**src/rtl/hid_pkg.sv**
```systemverilog
// Shared definitions for the HID event sequencer.
//   KEY_SLOTS  : key slots in a boot keyboard report
//   MOD_BITS   : modifier bits in a boot keyboard report
//   state_t    : sequencer FSM encoding (also driven on the debug state port)
//   key_set_t  : one report's worth of key slots, slot 0 in element [0]
package hid_pkg;
  localparam int KEY_SLOTS = 6;
  localparam int MOD_BITS  = 8;

  typedef enum logic [2:0] {
    IDLE    = 3'd0,
    CAPTURE = 3'd1,
    MOD     = 3'd2,
    BRK     = 3'd3,
    MAK     = 3'd4,
    COMMIT  = 3'd5
  } state_t;

  typedef logic [KEY_SLOTS-1:0][7:0] key_set_t;
endpackage

```
**src/rtl/hid_key_match.sv**
```systemverilog
// Combinational membership test: is `code` present in any slot of `set`.
//   code : byte to look for
//   set  : six key slots
//   hit  : 1 when at least one slot equals code
module hid_key_match
  import hid_pkg::*;
(
  input  logic [7:0] code,
  input  key_set_t   set,
  output logic       hit
);
  always_comb begin
    hit = 1'b0;
    for (int i = 0; i < KEY_SLOTS; i++) begin
      if (set[i] == code) hit = 1'b1;
    end
  end
endmodule

```
**src/rtl/hid_event_sequencer.sv**
```systemverilog
// Turns successive HID boot keyboard reports into a stream of press/release
// events by diffing each report against the last committed one.
//   clk, reset_n          : clock, asynchronous active-low reset
//   rep_valid             : one-cycle strobe, new report on kb_status/kb_dat0..5
//   kb_status, kb_dat0..5 : modifier bitmap and key slots (8'h00 = empty)
//   ev_valid/ev_ready     : event handshake. ev_valid, ev_code and ev_make are
//                           registered; an event transfers on a rising edge
//                           where both are high, and while ev_valid=1 with
//                           ev_ready=0 the presented event is held unchanged.
//   ev_code, ev_make      : HID usage, 1 = press / 0 = release
//   busy                  : FSM not in IDLE
//   overrun, rollover     : one-cycle pulses (pending overwritten / report dropped)
//   dbg_state             : current FSM state
module hid_event_sequencer
  import hid_pkg::*;
#(
  parameter logic [7:0] ROLLOVER_CODE = 8'h01,
  parameter logic [7:0] MOD_BASE      = 8'hE0
) (
  input  logic       clk,
  input  logic       reset_n,
  input  logic       rep_valid,
  input  logic [7:0] kb_status,
  input  logic [7:0] kb_dat0,
  input  logic [7:0] kb_dat1,
  input  logic [7:0] kb_dat2,
  input  logic [7:0] kb_dat3,
  input  logic [7:0] kb_dat4,
  input  logic [7:0] kb_dat5,
  output logic       ev_valid,
  input  logic       ev_ready,
  output logic [7:0] ev_code,
  output logic       ev_make,
  output logic       busy,
  output logic       overrun,
  output logic       rollover,
  output state_t     dbg_state
);
  localparam logic [2:0] LAST_MOD  = 3'(MOD_BITS - 1);
  localparam logic [2:0] LAST_SLOT = 3'(KEY_SLOTS - 1);

  state_t     state, state_nxt;
  logic [2:0] idx;
  logic [2:0] slot;
  logic [7:0] old_mod, cur_mod, pend_mod;
  key_set_t   old_key, cur_key, pend_key, in_key;
  logic       pend_v;

  logic       has_rollover;
  logic       brk_hit, mak_hit;
  logic       ev_due, stall, last_step;
  logic [7:0] nxt_code;
  logic       nxt_make;
  logic       pend_wr, pend_take;

  assign in_key    = {kb_dat5, kb_dat4, kb_dat3, kb_dat2, kb_dat1, kb_dat0};
  assign dbg_state = state;
  // idx runs to 7 in MOD; key-slot lookups only matter for 0..5
  assign slot      = (idx > LAST_SLOT) ? 3'd0 : idx;

  // A pending report is consumed in IDLE; a new strobe lands in pending
  // whenever it cannot be taken directly into cur.
  assign pend_take = (state == IDLE) && pend_v;
  assign pend_wr   = rep_valid && ((state != IDLE) || pend_v);

  hid_key_match u_brk_match (.code(old_key[slot]), .set(cur_key), .hit(brk_hit));
  hid_key_match u_mak_match (.code(cur_key[slot]), .set(old_key), .hit(mak_hit));

  always_comb begin
    has_rollover = 1'b0;
    for (int i = 0; i < KEY_SLOTS; i++) begin
      if (cur_key[i] == ROLLOVER_CODE) has_rollover = 1'b1;
    end
  end

  // State register
  always_ff @(posedge clk or negedge reset_n) begin
    if (!reset_n) state <= IDLE;
    else          state <= state_nxt;
  end

  // Next-state logic
  always_comb begin
    state_nxt = state;
    case (state)
      IDLE:    if (pend_v || rep_valid) state_nxt = CAPTURE;
      CAPTURE: state_nxt = has_rollover ? IDLE : MOD;
      MOD:     if (!stall && last_step) state_nxt = BRK;
      BRK:     if (!stall && last_step) state_nxt = MAK;
      MAK:     if (!stall && last_step) state_nxt = COMMIT;
      COMMIT:  state_nxt = IDLE;
      default: state_nxt = IDLE;
    endcase
  end

  // Output / scan-step decode
  always_comb begin
    ev_due   = 1'b0;
    nxt_code = 8'h00;
    nxt_make = 1'b0;
    case (state)
      MOD: begin
        ev_due   = cur_mod[idx] != old_mod[idx];
        nxt_code = MOD_BASE + {5'd0, idx};
        nxt_make = cur_mod[idx];
      end
      BRK: begin
        ev_due   = (old_key[slot] != 8'h00) && !brk_hit;
        nxt_code = old_key[slot];
        nxt_make = 1'b0;
      end
      MAK: begin
        ev_due   = (cur_key[slot] != 8'h00) && !mak_hit;
        nxt_code = cur_key[slot];
        nxt_make = 1'b1;
      end
      default: ;
    endcase
    // An event that cannot be loaded freezes the scan in place
    stall     = ev_due && ev_valid && !ev_ready;
    last_step = (state == MOD) ? (idx == LAST_MOD) : (idx == LAST_SLOT);
    busy      = state != IDLE;
  end

  // Datapath
  always_ff @(posedge clk or negedge reset_n) begin
    if (!reset_n) begin
      idx      <= 3'd0;
      old_mod  <= 8'h00;
      old_key  <= '0;
      cur_mod  <= 8'h00;
      cur_key  <= '0;
      pend_mod <= 8'h00;
      pend_key <= '0;
      pend_v   <= 1'b0;
      ev_valid <= 1'b0;
      ev_code  <= 8'h00;
      ev_make  <= 1'b0;
      overrun  <= 1'b0;
      rollover <= 1'b0;
    end else begin
      if (state inside {MOD, BRK, MAK}) begin
        if (!stall) idx <= last_step ? 3'd0 : idx + 3'd1;
      end else begin
        idx <= 3'd0;
      end

      if (ev_due && !stall) begin
        ev_valid <= 1'b1;
        ev_code  <= nxt_code;
        ev_make  <= nxt_make;
      end else if (ev_ready) begin
        ev_valid <= 1'b0;
      end

      if (state == IDLE) begin
        if (pend_v) begin
          cur_mod <= pend_mod;
          cur_key <= pend_key;
        end else if (rep_valid) begin
          cur_mod <= kb_status;
          cur_key <= in_key;
        end
      end

      // Latest report wins; overwriting an unconsumed pending report is an overrun
      if (pend_wr) begin
        pend_mod <= kb_status;
        pend_key <= in_key;
        pend_v   <= 1'b1;
      end else if (pend_take) begin
        pend_v <= 1'b0;
      end
      overrun  <= pend_wr && pend_v && !pend_take;
      rollover <= (state == CAPTURE) && has_rollover;

      if (state == COMMIT) begin
        old_mod <= cur_mod;
        old_key <= cur_key;
      end
    end
  end
endmodule

```
**config.mk**
```make
export PLATFORM = sky130hd
export DESIGN_NAME = hid_event_sequencer
export DESIGN_NICKNAME = d
export VERILOG_FILES = /design/src/rtl/hid_pkg.sv /design/src/rtl/hid_key_match.sv /design/src/rtl/hid_event_sequencer.sv
export SDC_FILE = /design/constraint.sdc
export NUM_CORES = 1
export LEC_CHECK = 0
export BUFFER_PORTS_ARGS = -buffer_cell sky130_fd_sc_hd__buf_2
export CORE_MARGIN = 3
export CORE_UTILIZATION = 55
export CTS_CLUSTER_SIZE = 30
export DETAILED_ROUTE_END_ITERATION = 10
export GPL_TIMING_DRIVEN = 0
export PLACE_DENSITY_LB_ADDON = 0.3
export SYNTH_ARGS = -nofsm -noshare
export SYNTH_HDL_FRONTEND = slang
export SYNTH_SLANG_ARGS = --single-unit
export TNS_END_PERCENT = 5
```
**constraint.sdc**
```tcl
create_clock -name clk -period 8.2 [get_ports clk]
set_clock_uncertainty 0.1 [all_clocks]
set_input_delay 0.82 -clock clk [delete_from_list [all_inputs] [get_ports clk]]
set_output_delay 0.82 -clock clk [all_outputs]
set_load 0.005 [all_outputs]
```
# Yosys cells after proc, flatten, opt, wreduce, memory -nomap -nowiden
# Cells that the tools add are included.
[word_totals]
regBits = 187
in_bits = 60
out_inout_bits = 16
elab_cells = 141
[op_classes]
add_sub_neg = 2
order_cmp = 3
n_eq_ne = 31
muxes = 48
reduce_logical = 28
[ops]
columns = ["cell", "count"]
rows = [
  ["equality test 8 bit", 12],
  ["two-way mux 48 bit", 2],
  ["binary-select mux 8 bit (select 3 bit)", 2],
  ["equality test 8 x 1 -> 1 bit (second input constant)", 6],
  ["two-way mux 8 bit", 4],
  ["two-way mux 1 bit", 25],
  ["two-way mux 3 bit", 8],
  ["one-hot mux 8 bit (3 select lines)", 1],
  ["nonzero test 8 bit", 2],
  ["one-hot mux 3 bit (5 select lines)", 1],
  ["equality test 3 bit (second input constant)", 4],
  ["logical AND 1 bit", 11],
  ["!= test 2 bit (second input constant)", 5],
  ["< comparator 3 x 4 -> 1 bit (second input constant)", 2],
  ["adder 6 x 4 -> 7 bit (first input constant)", 1],
  ["binary-select mux 1 bit (select 3 bit)", 2],
  ["equality test 3 x 2 -> 1 bit (second input constant)", 2],
  ["nonzero test 2 bit", 3],
  ["nonzero test 3 bit", 2],
  ["logical NOT 1 bit", 5],
  ["AND reduction 4 bit", 1],
  ["adder 3 x 1 -> 3 bit (second input constant)", 1],
  ["equality test 3 x 1 -> 1 bit (second input constant)", 1],
  ["> comparator 3 bit (second input constant)", 1],
  ["7 further kinds", 8],
]

# Logic depth before layout (Yosys ltp)
[depth]
ltp_word = 20
ltp_mapped = 18
ltp_nobuf = 13

# Cells and area by module
# From an unflattened synthesis, not the netlist that was laid out.
[hier_totals]
hier_cells = 894
hier_area_um2 = 10182.3
[modules_own_cells]
columns = ["mod", "instances", "cells_per_inst", "area_each_um2", "seq_area_each_um2"]
rows = [
  ["hid_event_sequencer", 1, 744, 8966.1, 4679.5],
  ["hid_key_match", 2, 75, 608.1, 0.0],
]

# Least setup slack after synthesis
# OpenSTA, ideal clock, no wires.
[synth_path]
path_type = "register to register"
startpoint = "register idx[1]"
endpoint = "register state[1] (netlist: dbg_state[1])"
setup_time_ps = 124
arrival_time_ps = 3205
t_required_ps = 7976
path_slack_ps = 4771
stages_incl_launch_ff = 19
path_buffers = 5
period_less_slack_ps = 3429
path_cell_list = "dfrtp_1 > buf_6 > buf_4 > inv_1 > ha_1 > nand2b_1 > buf_2 > a31oi_1 > o21ai_0 > a211o_1 > buf_4 > xnor2_1 > nor4_1 > nand2_1 > nand4_1 > o211ai_4 > and2_4 > buf_6 > a211o_1"
[synth_via]
elab_chain_cells = 20
elab_cells_between_ends = 53
classes_between = "order compare (1); eq/ne (18); mux (23); reduce/logical (11)"
[synth_lines]
columns = ["item", "line_no", "source"]
rows = [
  ["start, declared", "hid_event_sequencer.sv:43", "logic [2:0] idx;"],
  ["start signal, assigned", "hid_event_sequencer.sv:143", "if (!stall) idx <= last_step ? 3'd0 : idx + 3'd1;"],
  ["> comparator 3 bit", "hid_event_sequencer.sv:59", "assign slot = (idx > LAST_SLOT) ? 3'd0 : idx;"],
  ["two-way mux 3 bit", "hid_event_sequencer.sv:59", ""],
  ["binary-select mux 8 bit (select 3 bit), on equally long branches", "-", ""],
  ["two-way mux 8 bit, on equally long branches", "-", ""],
  ["equality test 8 bit", "hid_key_match.sv:15", "if (set[i] == code) hit = 1'b1;"],
  ["two-way mux 1 bit (6 in a row)", "hid_key_match.sv:15", ""],
  ["logical NOT 1 bit, on equally long branches", "hid_event_sequencer.sv:113, hid_event_sequencer.sv:108", ""],
  ["logical AND 1 bit, on equally long branches", "hid_event_sequencer.sv:113, hid_event_sequencer.sv:108", ""],
  ["one-hot mux 1 bit (3 select lines)", "hid_event_sequencer.sv:101", "case (state)"],
  ["logical AND 1 bit (2 in a row)", "hid_event_sequencer.sv:120", "stall = ev_due && ev_valid && !ev_ready;"],
  ["logical NOT 1 bit", "hid_event_sequencer.sv:88, hid_event_sequencer.sv:89, hid_event_sequencer.sv:90", ""],
  ["logical AND 1 bit (*)", "hid_event_sequencer.sv:88, hid_event_sequencer.sv:89, hid_event_sequencer.sv:90", ""],
  ["!= test 2 bit (no line)", "-", ""],
  ["AND reduction 4 bit (no line) (*)", "-", ""],
  ["end signal, assigned", "hid_event_sequencer.sv:79", "else state <= state_nxt;"],
  ["end, declared", "hid_event_sequencer.sv:42", "state_t state, state_nxt;"],
]
# Every way passes the cells marked *; elsewhere a longest branch is shown, timed or not. The select of a mux whose other input is x is not followed.
# A chain may end at the register's enable or synchronous reset.

# Final worst setup path
# Ends and elaborated chain as after synthesis.

==> run metrics <==
internal power=between 2 and 3 mW; endpoint type of the worst setup path=flip-flop; average size of a mapped cell=about 11 µm²; sw frac=between 40% and 50%; clock tree buffer depth=2; layout cells sized above 1=between 20% and 30%; register area share after synthesis=between 40% and 50%; Seq pwr share=32.0%; RSZ-0062 raised after global routing=no; drt drc=0; total of flip-flops plus latches after synthesis=187; largest net degree at the start of global routing=98; yosys warns=0; # diodes=0; cts repair resizes=0; ANT nets after route=0; via/cell ratio=between 6 and 7; Post-Route Utilization=between 60 and 70%; Area after DPL=0.01149 mm²; CP required=roughly 8.4 ns; IO Pins=76; first-pass GRT wire length=50070 µm; power density cells=458.0 mW/mm²; most frequent cell after synthesis=dfrtp_1; Iteration-0 DRC Markers=~960; Slew @ Worst Pin=about 1.1 ns; cells after synthesis=between 1000 and 1500; hold_buf cts=0; clock root buffer=clkbuf_16; Total Power=5.534 mW; H-tree depth=4; f_max=between 200 and 250 MHz; crit start category=flip-flop; post-CTS setup buffers=0; die span in x=about 150 µm; Final Hold Viols=0; post-layout min period=~4.5 ns; Routed WL=around 32000 µm; per-cell routed wire length=approximately 23 µm; period utilization=between 50 and 60%; Post-synth ARST share=100.0%; CTS tree=yes; Primary FF master, synth=dfrtp_1; Reg clk slew, reported paths=about 0.08 ns; Static Leak=5.440 nW; reg2reg start=idx[1]$_DFFE_PN0P_; die height=approximately 150 µm; top-area cell type share of the netlist area=~44%; Max IR drop VDD=about 0.00021 V; Rel. slew slack=26.17%; Max Cap Violations=0; post-synthesis cell type count=75; synthesized area=about 0.011 mm²; final setup violation count=0; biggest area consumer among synthesized cells=dfrtp_1; Num CTS Buffers=17; final instance area=0.01208 mm²; CTS sink count=187; launch point of the worst path=idx[1]$_DFFE_PN0P_; Arr. time, crit path=4.72 ns; Max Slew Vio Count=0; initial antenna violation count=0; die footprint=around 0.021 mm²; Setup TNS=0 ns; NetSw=about 2.6 mW; total iterations of the first detailed-routing run=6; clock power share=between 10 and 15%; leading cell types by total area after synthesis=dfrtp_1 44%, mux2_2 12%, mux2i_1 7.0%; initial core utilization=~57%; syn nets=1083; via count=8763; DP Wirelength=around 24000 µm; min-delay worst type=in -> async; status=finished clean; vias in the first global route=about 8600; number of flops mapped to enable cells by yosys=0; CORE AREA=between 0.015 and 0.02 mm²; critical path class=reg -> reg; # rows=50; area grow syn2layout=12.38%; Final GP Congestion=between 1 and 1.5; top cells by count, synth=187 x dfrtp_1, 110 x mux2_2, 82 x nor2_1; Worst-Skew Late Latency=about 0.45 ns; input/output buffers=75; Total GRT Usage=a little under a third; worst-path maximum fanout=10; combinational share of power=a little over half; global route overflow=0; Final #Nets=roughly 1200
logic make-up after synthesis:
| kind of cell | after synthesis | share of synthesized area [%] |
|---|---|---|
| buffers and inverters | 95 | 4.492 |
| xor gates and xnor gates | 83 | 6.761 |
| and+or+nand+nor | 249 | 11.64 |
| adders and majority gates | 4 | 0.4423 |
| muxes | 190 | 19.45 |
| AOI/OAI and AO/OA | 212 | 13.70 |
| DFF | 187 | 43.52 |
per-layer routing:
metal	vias to the layer above	wire, µm	global-route usage (%)
li1	3885	-	-
met1	4276	13480	41.66
met2	496	14380	45.57
met3	106	3273	8.658
met4	0	1364	13.49
met5	-	0	0
sequential cells by signal, summed over array words and instances (netlist names), 3 cells and up:
| signal | count |
|---|---|
| cur_key | 48 |
| pend_mod | 8 |
| old_key | 48 |
| ev_code | 8 |
| cur_mod | 8 |
| pend_key | 48 |
| dbg_state | 3 |
| idx | 3 |
| old_mod | 8 |
critical path: stages, from the launching register on:
cell	delay, ns
dfrtp_1	0.40
buf_6	0.15
buf_4	0.18
inv_1	0.20
ha_1	0.23
nand2b_1	0.27
buf_2	0.31
a31oi_1	0.22
o21a_1	0.20
o21ai_2	0.49
xor2_1	0.13
nor4_1	0.44
a21oi_1	0.14
nand4_2	0.15
o211ai_4	0.14
and2_4	0.19
buf_6	0.12
a211o_1	0.29
power by group through the flow:
stage	logic, mW	registers, mW	clock network (mW)
3_3_place_gp	2.80	1.74	0
6_report	2.94	1.77	0.826
3_5_place_dp	2.84	1.76	0
4_1_cts	2.87	1.75	0.831
2_1_floorplan	2.14	1.56	0
5_1_grt	3.12	1.81	0.870
layout make-up:
type / count / area, µm²
Multi-Input combinational cell: 738 / 5589
Tap cell: 260 / 325.3
Sequential cell: 187 / 4679
Inverter: 26 / 97.59
Clock buffer: 18 / 429.2
Buffer: 69 / 385.4
Timing Repair Buffer: 76 / 412.9
Fill cell: 1574 / 6873
Clock inverter: 14 / 163.9
final timing paths:
check	to	cells past startpoint	slack [ns]
max reg2reg	dbg_state[1]$_DFFE_PN0P_	17	3.70
max	dbg_state[1]$_DFFE_PN0P_	17	3.70
min reg2reg	old_key[15]$_DFFE_PN0N_	2	0.39
min in group clk	old_key[15]$_DFFE_PN0N_	2	0.39
max in group asynchronous	old_key[1]$_DFFE_PN0N_	2	6.78
min	ev_code[1]$_DFFE_PN0P_	1	0.30
placed cells by master, fill, tap and decap left out, types with 6 or more instances in the layout:
cell type / instances
dfrtp_1: 187
nor3_1: 25
buf_2: 88
a22oi_1: 6
nor4_1: 18
o21ai_2: 7
nand2b_1: 8
a31oi_1: 13
nor2b_1: 11
xor2_1: 49
o311ai_0: 8
inv_1: 25
o21ai_0: 34
a21oi_1: 73
mux2_2: 110
and3_1: 8
buf_6: 12
clkbuf_16: 17
nand2_1: 44
o21a_1: 9
xnor2_1: 34
clkbuf_1: 37
nand4_1: 15
nand3_1: 11
o2111ai_1: 9
mux2i_1: 75
nor2_1: 82
through the flow:
stage	worst slack, ns	hold WS, ns	cells
final	3.702	0.3019	1388
after global routing	3.612	0.3637	1388
after CTS	3.906	0.3369	1388
after detailed placement	3.918	0.3758	1356
after global placement	3.142	0.3671	1355
after floorplan	4.771	0.3498	1020
(Power assumes the default switching activity.)
